**config.mk**
```make
export PLATFORM = sky130hd
export DESIGN_NAME = sram_cim_array
export DESIGN_NICKNAME = d
export VERILOG_FILES = /design/src/rtl/sram_cim_array.sv
export SDC_FILE = /design/constraint.sdc
export NUM_CORES = 2
export LEC_CHECK = 0
export ABC_AREA = 1
export CORE_UTILIZATION = 50
export CTS_CLUSTER_SIZE = 8
export DETAILED_ROUTE_END_ITERATION = 8
export PLACE_DENSITY = 0.65
export SLEW_MARGIN = 10
export SYNTH_ARGS = -nofsm -noshare
export SYNTH_HDL_FRONTEND = slang
export SYNTH_SLANG_ARGS = --single-unit
```
**constraint.sdc**
```tcl
create_clock -name clk -period 10.05 [get_ports clk]
set_clock_uncertainty 0.15 [all_clocks]
set_input_delay 2.5125 -clock clk [delete_from_list [all_inputs] [get_ports clk]]
set_output_delay 2.5125 -clock clk [all_outputs]
set_load 0.03 [all_outputs]
```
**src/rtl/sram_cim_array.sv**
```systemverilog
// Bit-serial SRAM compute-in-memory macro: DEPTH x WIDTH binary weights, IN_BITS-bit activations.
// Define SRAM_CIM_RELU_EN to clamp negative signed results to zero on read-back.
module sram_cim_array #(
    parameter int DEPTH   = 64,
    parameter int WIDTH   = 16,
    parameter int IN_BITS = 4,
    parameter int ADDR_W  = 6
) (
    input  logic              clk,
    input  logic              rst_n,
    input  logic [ADDR_W-1:0] a,
    input  logic [WIDTH-1:0]  d,
    input  logic              wrt,
    input  logic              wrtbuf,
    input  logic              comp,
    input  logic              model,
    input  logic              wait_,
    input  logic              set,
    input  logic              read,
    output logic [WIDTH-1:0]  q,
    output logic              busy,
    output logic              done
);
    localparam int ACC_W = $clog2(DEPTH + 1) + IN_BITS + 1;
    localparam int CNT_W = $clog2(IN_BITS);
    localparam logic [CNT_W-1:0] CNT_MSB = CNT_W'(IN_BITS - 1);

    if (ACC_W > WIDTH) begin : g_bad_acc_w
        $error("sram_cim_array: accumulator width exceeds WIDTH");
    end
    if (ADDR_W != $clog2(DEPTH)) begin : g_bad_addr_w
        $error("sram_cim_array: ADDR_W must equal clog2(DEPTH)");
    end

    typedef enum logic [1:0] {S_IDLE, S_RUN, S_DONE} state_t;

    state_t                   r_state;
    logic [CNT_W-1:0]         r_cnt;
    logic                     r_model;
    logic [WIDTH-1:0]         r_q;
    logic                     r_busy;
    logic                     r_done;
    logic signed [ACC_W-1:0]  r_acc    [WIDTH];
    logic [WIDTH-1:0]         r_weight [DEPTH];
    logic [IN_BITS-1:0]       r_act    [DEPTH];

    logic [ACC_W-1:0]         w_pc [WIDTH];
    logic signed [ACC_W-1:0]  w_rd_acc;
    logic [WIDTH-1:0]         w_rd_q;

    assign q    = r_q;
    assign busy = r_busy;
    assign done = r_done;

    // NOTE: the storage arrays have no reset; clearing thousands of bitcells is not something the macro does.
    always_ff @(posedge clk) begin
        if (r_state == S_IDLE) begin
            if (wrt)
                r_weight[a] <= d;
            if (wrtbuf)
                r_act[a] <= d[IN_BITS-1:0];
        end
    end

    // Column popcount of the current activation bit-plane against the weight bits.
    always_comb begin
        for (int c = 0; c < WIDTH; c++) begin
            w_pc[c] = '0;
            for (int r = 0; r < DEPTH; r++)
                w_pc[c] = w_pc[c] + ACC_W'(r_act[r][r_cnt] & r_weight[r][c]);
        end
    end

    always_comb begin
        w_rd_acc = '0;
        for (int c = 0; c < WIDTH; c++)
            if (a == ADDR_W'(c))
                w_rd_acc = r_acc[c];
        if (r_model)
            w_rd_q = WIDTH'(w_rd_acc);
        else
            w_rd_q = WIDTH'($unsigned(w_rd_acc));
`ifdef SRAM_CIM_RELU_EN
        if (r_model && w_rd_acc[ACC_W-1])
            w_rd_q = '0;
`endif
    end

    // NOTE: all state here is sequential, so every assignment is non-blocking.
    always_ff @(posedge clk or negedge rst_n) begin
        if (!rst_n) begin
            r_state <= S_IDLE;
            r_cnt   <= '0;
            r_model <= 1'b0;
            r_q     <= '0;
            r_busy  <= 1'b0;
            r_done  <= 1'b0;
            for (int c = 0; c < WIDTH; c++)
                r_acc[c] <= '0;
        end else begin
            case (r_state)
                S_IDLE: begin
                    if (comp) begin
                        r_model <= model;
                        r_cnt   <= CNT_MSB;
                        r_busy  <= 1'b1;
                        r_state <= S_RUN;
                        for (int c = 0; c < WIDTH; c++)
                            r_acc[c] <= '0;
                    end else if (set) begin
                        for (int c = 0; c < WIDTH; c++)
                            r_acc[c] <= '0;
                    end
                    if (read)
                        r_q <= w_rd_q;
                end
                S_RUN: begin
                    if (!wait_) begin
                        // The MSB plane carries negative weight in two's-complement mode.
                        for (int c = 0; c < WIDTH; c++) begin
                            if (r_model && (r_cnt == CNT_MSB))
                                r_acc[c] <= (r_acc[c] <<< 1) - $signed(w_pc[c]);
                            else
                                r_acc[c] <= (r_acc[c] <<< 1) + $signed(w_pc[c]);
                        end
                        if (r_cnt == '0) begin
                            r_state <= S_DONE;
                            r_done  <= 1'b1;
                        end else begin
                            r_cnt <= r_cnt - 1'b1;
                        end
                    end
                end
                S_DONE: begin
                    r_done  <= 1'b0;
                    r_busy  <= 1'b0;
                    r_state <= S_IDLE;
                end
                default: r_state <= S_IDLE;
            endcase
        end
    end
endmodule

```
# Word level (Yosys, flattened, before mapping)
# Memories as Yosys holds them, arrays and structs flattened.
# Cells that the tools add are included.
# W data, S select, Z words.
# totals
out_inout_bits	18
in_bits	31
wordCells	2311
n_memories	2
latchBits	0
mem_bits_ro	0
regBits	215
ramBits	1280
# mem_list
name	depth	width	read_ports	rd_ports_with_merged_regs	write_ports	line_no	rtl
r_weight	64	16	64	0	1	44	logic [WIDTH-1:0] r_weight [DEPTH];
r_act	64	4	64	0	1	45	logic [IN_BITS-1:0] r_act [DEPTH];
# classes
bitwise_logic	1024
n_mul	0
order_cmp	1
muxes	184
reduce_logical	14
n_div	0
shift	0
eq_ne	23
n_addsub	1041
# op_table
operator	count
$add A12 B1 Y12	832
$and A1 B1 Y1	1024
$mux W192	3
$mux W12	32
$pmux W192 S2	1
$add A11 B1 Y12	16
$add A12 B12 Y12	16
$sub A12 B12 Y12	16
$add A10 B1 Y11	16
$add A9 B1 Y10	16
$add A8 B1 Y9	16
$add A7 B1 Y8	16
$bmux W1 S2	64
$add A6 B1 Y7	16
$add A5 B1 Y6	16
$add A4 B1 Y5	16
$mux W1	73
$add A3 B1 Y4	16
$add A2 B1 Y3	16
$eq A6 B4 Y1 const B	8
$add A1 B1 Y2	16
$eq A6 B3 Y1 const B	4
$mux W16	1
$eq A6 B2 Y1 const B	2
17 further kinds	35

# Logic depth before layout (Yosys ltp)
# depth
depth_word	70
ltp_mapped	44
mapped_depth_nobuf	41

# Least setup slack after synthesis
# OpenSTA, ideal clock, no wires.
# synth_timing
path_kind	flip-flop to flip-flop
from	reg r_cnt[0]
to	reg r_acc[179] (netlist name)
setup_slack_ps	1702
required_ps	9777
path_stages_with_launch	37
arrival_ps	8075
synth_period_minus_slack_ps	8348
setup_time_ps	123
path_buffers	4
cell_sequence	dfrtp_1 > buf_2 > buf_2 > clkbuf_1 > nor2_1 > o22ai_2 > buf_4 > nand2_1 > fa_1 > inv_1 > fa_1 > inv_1 > fa_1 > fa_1 > fa_1 > fa_1 > fa_1 > inv_1 > fa_1 > ha_1 > fa_1 > a31oi_1 > nor2_1 > nor2_1 > nor2_1 > nor2_1 > inv_1 > ha_1 > nor2_1 > inv_1 > a21oi_1 > a211oi_1 > nand4_1 > o22ai_1 > a21oi_1 > o21ai_0 > nand2_1
# synth_via
elab_chain_len	70
elab_cells_between_ends	262
cone_classes	add/sub (65); eq/ne (1); mux (131); bitwise (64); reduce/logical (1)
# synth_lines
item	line_no	rtl
start: declaration	38	logic [CNT_W-1:0] r_cnt;
start signal: assignment	130	r_cnt <= r_cnt - 1'b1;
$bmux W1 S2	70	w_pc[c] = w_pc[c] + ACC_W'(r_act[r][r_cnt] & r_weight[r][c]);
$mux W1 (implied by the code)	70	
$and A1 B1 Y1	70	
$add A1 B1 Y2	70	
$add A2 B1 Y3	70	
$add A3 B1 Y4	70	
$add A4 B1 Y5	70	
$add A5 B1 Y6	70	
[3 not listed]	-	
$add A9 B1 Y10	70	
$add A10 B1 Y11	70	
$add A11 B1 Y12	70	
$add A12 B1 Y12 (52 in a row)	70	
$add A12 B12 Y12 or $sub A12 B12 Y12 (tied branches)	124, 122	
$mux W12 *	121	if (r_model && (r_cnt == CNT_MSB))
$mux W192 *	118	if (!wait_) begin
$pmux W192 S2 *	101	case (r_state)
end signal: indexed assignment	122	r_acc[c] <= (r_acc[c] <<< 1) - $signed(w_pc[c]);
end signal: indexed assignment	124	r_acc[c] <= (r_acc[c] <<< 1) + $signed(w_pc[c]);
end: declaration	43	logic signed [ACC_W-1:0] r_acc [WIDTH];
# Mark *: on every way between the ends. The rest lies on a longest branch, timed or not. The select of a mux whose other input is x is not followed.
# A chain may end at the register's enable or synchronous reset.

# Worst setup path after layout
# layout_timing
from	reg r_cnt[1]
to	reg r_acc[155] (netlist name)
# The elaborated chain is that of the path after synthesis.

==> impl_metrics.prom <==
# TYPE chip_impl_metric gauge
chip_impl_info{name="timing.critical_path.from_type",value="flip-flop"} 1
chip_impl_metric{name="die_outline_area",unit="µm²"} 186000
chip_impl_metric{name="worst-path-buf-inv",unit=""} 7
chip_impl_metric{name="syn-instance-count",unit=""} 8536
chip_impl_metric{name="finalWirelength",unit="µm"} 268000
chip_impl_metric{name="grt_util_all_layers",unit="%"} 29.2
chip_impl_metric{name="post_synth_num_cell_types",unit=""} 51
chip_impl_info{name="unrepaired_setup_endpoints_after_global_routing",value="no"} 1
chip_impl_info{name="cts_root_buffer_type",value="clkbuf_16"} 1
chip_impl_metric{name="worst_ep_arrival_time",unit="ns"} 10.00
chip_impl_metric{name="dr_total_vias",unit=""} 61300
chip_impl_metric{name="final_hold_viol_count",unit=""} 0
chip_impl_metric{name="clock_tree.htree_level_count",unit=""} 4
chip_impl_metric{name="synthesis.area",unit="µm²"} 92000
chip_impl_metric{name="die_width",unit="µm"} 431
chip_impl_metric{name="timing.final.crit_share",unit="%"} 94.4
chip_impl_metric{name="reg2reg_slack",unit="ns"} 0.56
chip_impl_metric{name="worst-slew-pin-transition",unit="ns"} 1.20
chip_impl_metric{name="sequential_to_total_area_share_from_yosys_stat",unit="%"} 47.5
chip_impl_metric{name="dieHeight",unit="µm"} 431
chip_impl_metric{name="clkSlewWorstSetupHoldPaths",unit="ns"} 0.05
chip_impl_info{name="cp_slowest_cell",value="fa_1"} 1
chip_impl_info{name="synth_flop_cell",value="edfxtp_1"} 1
chip_impl_metric{name="r2r.worst_path.cells",unit=""} 34
chip_impl_metric{name="place_hpwl",unit="µm"} 198000
chip_impl_metric{name="timing.hold.worst_path_depth",unit=""} 2
chip_impl_metric{name="layout-drive-gt1-share",unit="%"} 6.31
chip_impl_metric{name="grt_first_pass_wirelength",unit="µm"} 397000
chip_impl_metric{name="start_util",unit="%"} 50.3
chip_impl_info{name="timing.hold.worst.class",value="flip-flop to flip-flop"} 1
chip_impl_metric{name="post_cts_setup_buffer_count",unit=""} 0
chip_impl_metric{name="report.final.setup_viol",unit=""} 0
chip_impl_metric{name="final_nets",unit=""} 10200
chip_impl_metric{name="postSynth.asyncResetShare",unit="%"} 14.2
chip_impl_metric{name="vias_in_the_first_global_route",unit=""} 61400
chip_impl_metric{name="critical_path_peak_fanout",unit=""} 32
chip_impl_metric{name="setup_total_negative_slack",unit="ns"} 0
chip_impl_metric{name="drt_first_pass_iters",unit=""} 8
chip_impl_metric{name="antenna_left",unit=""} 0
chip_impl_metric{name="post-route-drc-count",unit=""} 0
chip_impl_metric{name="cp_slowest_stage_delay",unit="ns"} 0.64
chip_impl_info{name="endpoint_kind",value="flip-flop"} 1
chip_impl_metric{name="utilization",unit="%"} 55.8
chip_impl_metric{name="worstSkewPairLatency",unit="ns"} 0.85
chip_impl_metric{name="numCtsBuffers",unit=""} 206
chip_impl_metric{name="maximum_number_of_pins_on_one_net_before_global_route_repair",unit=""} 120
chip_impl_metric{name="std_cell_rows",unit=""} 157
chip_impl_metric{name="post_cts.resized_instances",unit=""} 0
chip_impl_metric{name="postSynthNetCount",unit=""} 9945
chip_impl_info{name="worst-setup-path-type",value="flip-flop to flip-flop"} 1
chip_impl_info{name="run_status",value="completed"} 1
chip_impl_metric{name="fill_cells",unit=""} 15300
chip_impl_metric{name="design.core.area",unit="µm²"} 183000
chip_impl_metric{name="yosys_warnings",unit=""} 0
chip_impl_metric{name="synth-edff-count",unit=""} 1280
chip_impl_metric{name="synth.ff_latch_count",unit=""} 1492
chip_impl_metric{name="grt_antenna_before_repair",unit=""} 2
chip_impl_info{name="crit_top_cell",value="fa_1"} 1
chip_impl_metric{name="smallest_hold_slack",unit="ns"} 0.324
chip_impl_metric{name="cp.depth",unit=""} 34
chip_impl_metric{name="routability_congestion",unit=""} 0.967
chip_impl_info{name="cp_top_family",value="adder cells"} 1
chip_impl_metric{name="drt_first_iter_violations",unit=""} 7098
chip_impl_metric{name="max_freq",unit="MHz"} 105
chip_impl_metric{name="syn_area_per_cell",unit="µm²"} 10.8
chip_impl_metric{name="cts.sinks",unit=""} 1492
chip_impl_metric{name="period_needed",unit="ns"} 9.49
chip_impl_metric{name="global_route.overflow_total",unit=""} 0
chip_impl_metric{name="io_pins",unit=""} 49
chip_impl_info{name="tritoncts",value="done"} 1
chip_impl_metric{name="drt-wirelength-per-cell",unit="µm"} 23.7
chip_impl_metric{name="cts_hold_buf",unit=""} 0
chip_impl_metric{name="cap_viol_max_count",unit=""} 0
chip_impl_metric{name="post_drt_via_cell_ratio",unit=""} 5.42
chip_impl_metric{name="clk_path_buf_depth",unit=""} 3
chip_impl_metric{name="drv_slew",unit=""} 0
chip_impl_metric{name="data_required_time_at_the_worst_endpoint",unit="ns"} 10.57
chip_impl_metric{name="max-slew-margin-rel",unit="%"} 20.0
chip_impl_metric{name="layout-area-overhead-vs-synth",unit="%"} 10.9
chip_impl_metric{name="port_buffers",unit=""} 48
-- metal layers --
layer | track usage, % | up-vias | part of all wire [%]
li1 | - | 27600 | -
met1 | 39.9 | 30500 | 41
met2 | 46.5 | 2760 | 46
met3 | 5.48 | 479 | 9.0
met4 | 10.8 | 0 | 3.9
met5 | 0 | - | 0
-- metrics by stage --
stage / cells / cell area [µm²] / worst slack, ns
4_1_cts: 11300 / 102000 / 0.582
3_5_place_dp: 11100 / 96400 / 0.574
2_1_floorplan: 8536 / 92000 / 1.70
3_3_place_gp: 11100 / 96400 / 0.697
5_1_grt: 11300 / 102000 / 0.0354
6_report: 11300 / 102000 / 0.565
-- cell usage in the layout (no fill, tap or decap), types with 7 or more instances in the layout --
| cell type | n |
|---|---|
| nand3_1 | 149 |
| clkbuf_16 | 207 |
| dfrtp_1 | 211 |
| inv_2 | 11 |
| nor2_4 | 8 |
| o21ai_0 | 394 |
| nand2_1 | 1407 |
| nor2_2 | 8 |
| edfxtp_1 | 1280 |
| and2_1 | 25 |
| o21bai_1 | 48 |
| a21o_1 | 7 |
| nand4_1 | 71 |
| clkbuf_1 | 40 |
| buf_4 | 219 |
| o22ai_2 | 28 |
| xor2_1 | 59 |
| a31oi_1 | 12 |
| nor2_1 | 1082 |
| fa_1 | 896 |
| a32o_1 | 44 |
| o32ai_1 | 13 |
| a21oi_1 | 314 |
| or2_2 | 11 |
| buf_12 | 8 |
| inv_1 | 1630 |
| o22ai_1 | 54 |
| nor3_1 | 20 |
| ha_1 | 482 |
| buf_2 | 12 |
| clkdlybuf4s50_1 | 31 |
-- path summary, 6_finish.rpt --
kind                                            from                     end
max in group asynchronous                      rst_n  r_acc[169]$_DFFE_PN0P_
worst max register to register  r_cnt[1]$_DFFE_PN0P_  r_acc[155]$_DFFE_PN0P_
worst min-delay path                q[6]$_DFFE_PN0P_        q[6]$_DFFE_PN0P_
worst max-delay path            r_cnt[1]$_DFFE_PN0P_  r_acc[155]$_DFFE_PN0P_
min in group asynchronous                      rst_n        q[3]$_DFFE_PN0P_
worst min register to register      q[6]$_DFFE_PN0P_        q[6]$_DFFE_PN0P_
-- cells in the mapped netlist, types with 44 or more instances --
cell type / count / share of area [%]
inv_1: 1632 / 6.7
nand2_1: 1410 / 5.7
edfxtp_1: 1280 / 42
nor2_1: 1084 / 4.4
fa_1: 896 / 19
ha_1: 482 / 6.6
o21ai_0: 394 / 2.1
a21oi_1: 314 / 1.7
dfrtp_1: 212 / 5.8
nand3_1: 149 / 0.81
clkbuf_1: 99 / 0.40
buf_2: 94 / 0.51
nand4_1: 71 / 0.48
xor2_1: 59 / 0.56
o22ai_1: 54 / 0.37
o21bai_1: 48 / 0.39
a32o_1: 44 / 0.48
-- flip-flops by register name (all words and copies together), names as in the netlist --
name,flops
r_acc,192
busy,1
r_state,2
r_model,1
done,1
r_cnt,2
r_act,256
q,13
r_weight,1024
-- kinds of logic after synthesis --
| group | Yosys count | share of synthesized area (%) |
|---|---|---|
| XOR/XNOR | 59 | 0.561 |
| multiplexers | 1 | 0.0122 |
| buffers and inverters | 1869 | 7.85 |
| adder cells (fa/ha/maj) | 1378 | 26.0 |
| AO/OA/AOI/OAI | 930 | 5.85 |
| AND/OR/NAND/NOR | 2807 | 12.2 |
| flip-flops | 1492 | 47.5 |
-- area by class of cell --
cell class | count | area (µm²) | share of cell area [%]
Antenna cell | 2 | 5.00 | 0.00490
Clock buffer | 250 | 5370 | 5.26
Clock inverter | 13 | 289 | 0.283
Inverter | 1649 | 6210 | 6.08
Multi-Input combinational cell | 5175 | 41100 | 40.3
Sequential cell | 1492 | 43700 | 42.9
Tap cell | 2464 | 3080 | 3.02
Timing Repair Buffer | 271 | 2190 | 2.15
-- worst reg2reg max path: cells and delay by family, from the launching register on --
kind | cells | cell delay [ns]
adder cells (fa/ha/maj) | 11 | 5.16
XOR/XNOR | 1 | 0.27
flip-flops | 1 | 0.36
AND/OR/NAND/NOR | 9 | 0.78
buffers and inverters | 7 | 1.22
AO/OA/AOI/OAI | 6 | 1.38
Power is left out: the tool's default activity adds up to more than one toggle a clock period on the data nets, which glitch-free logic cannot reach.
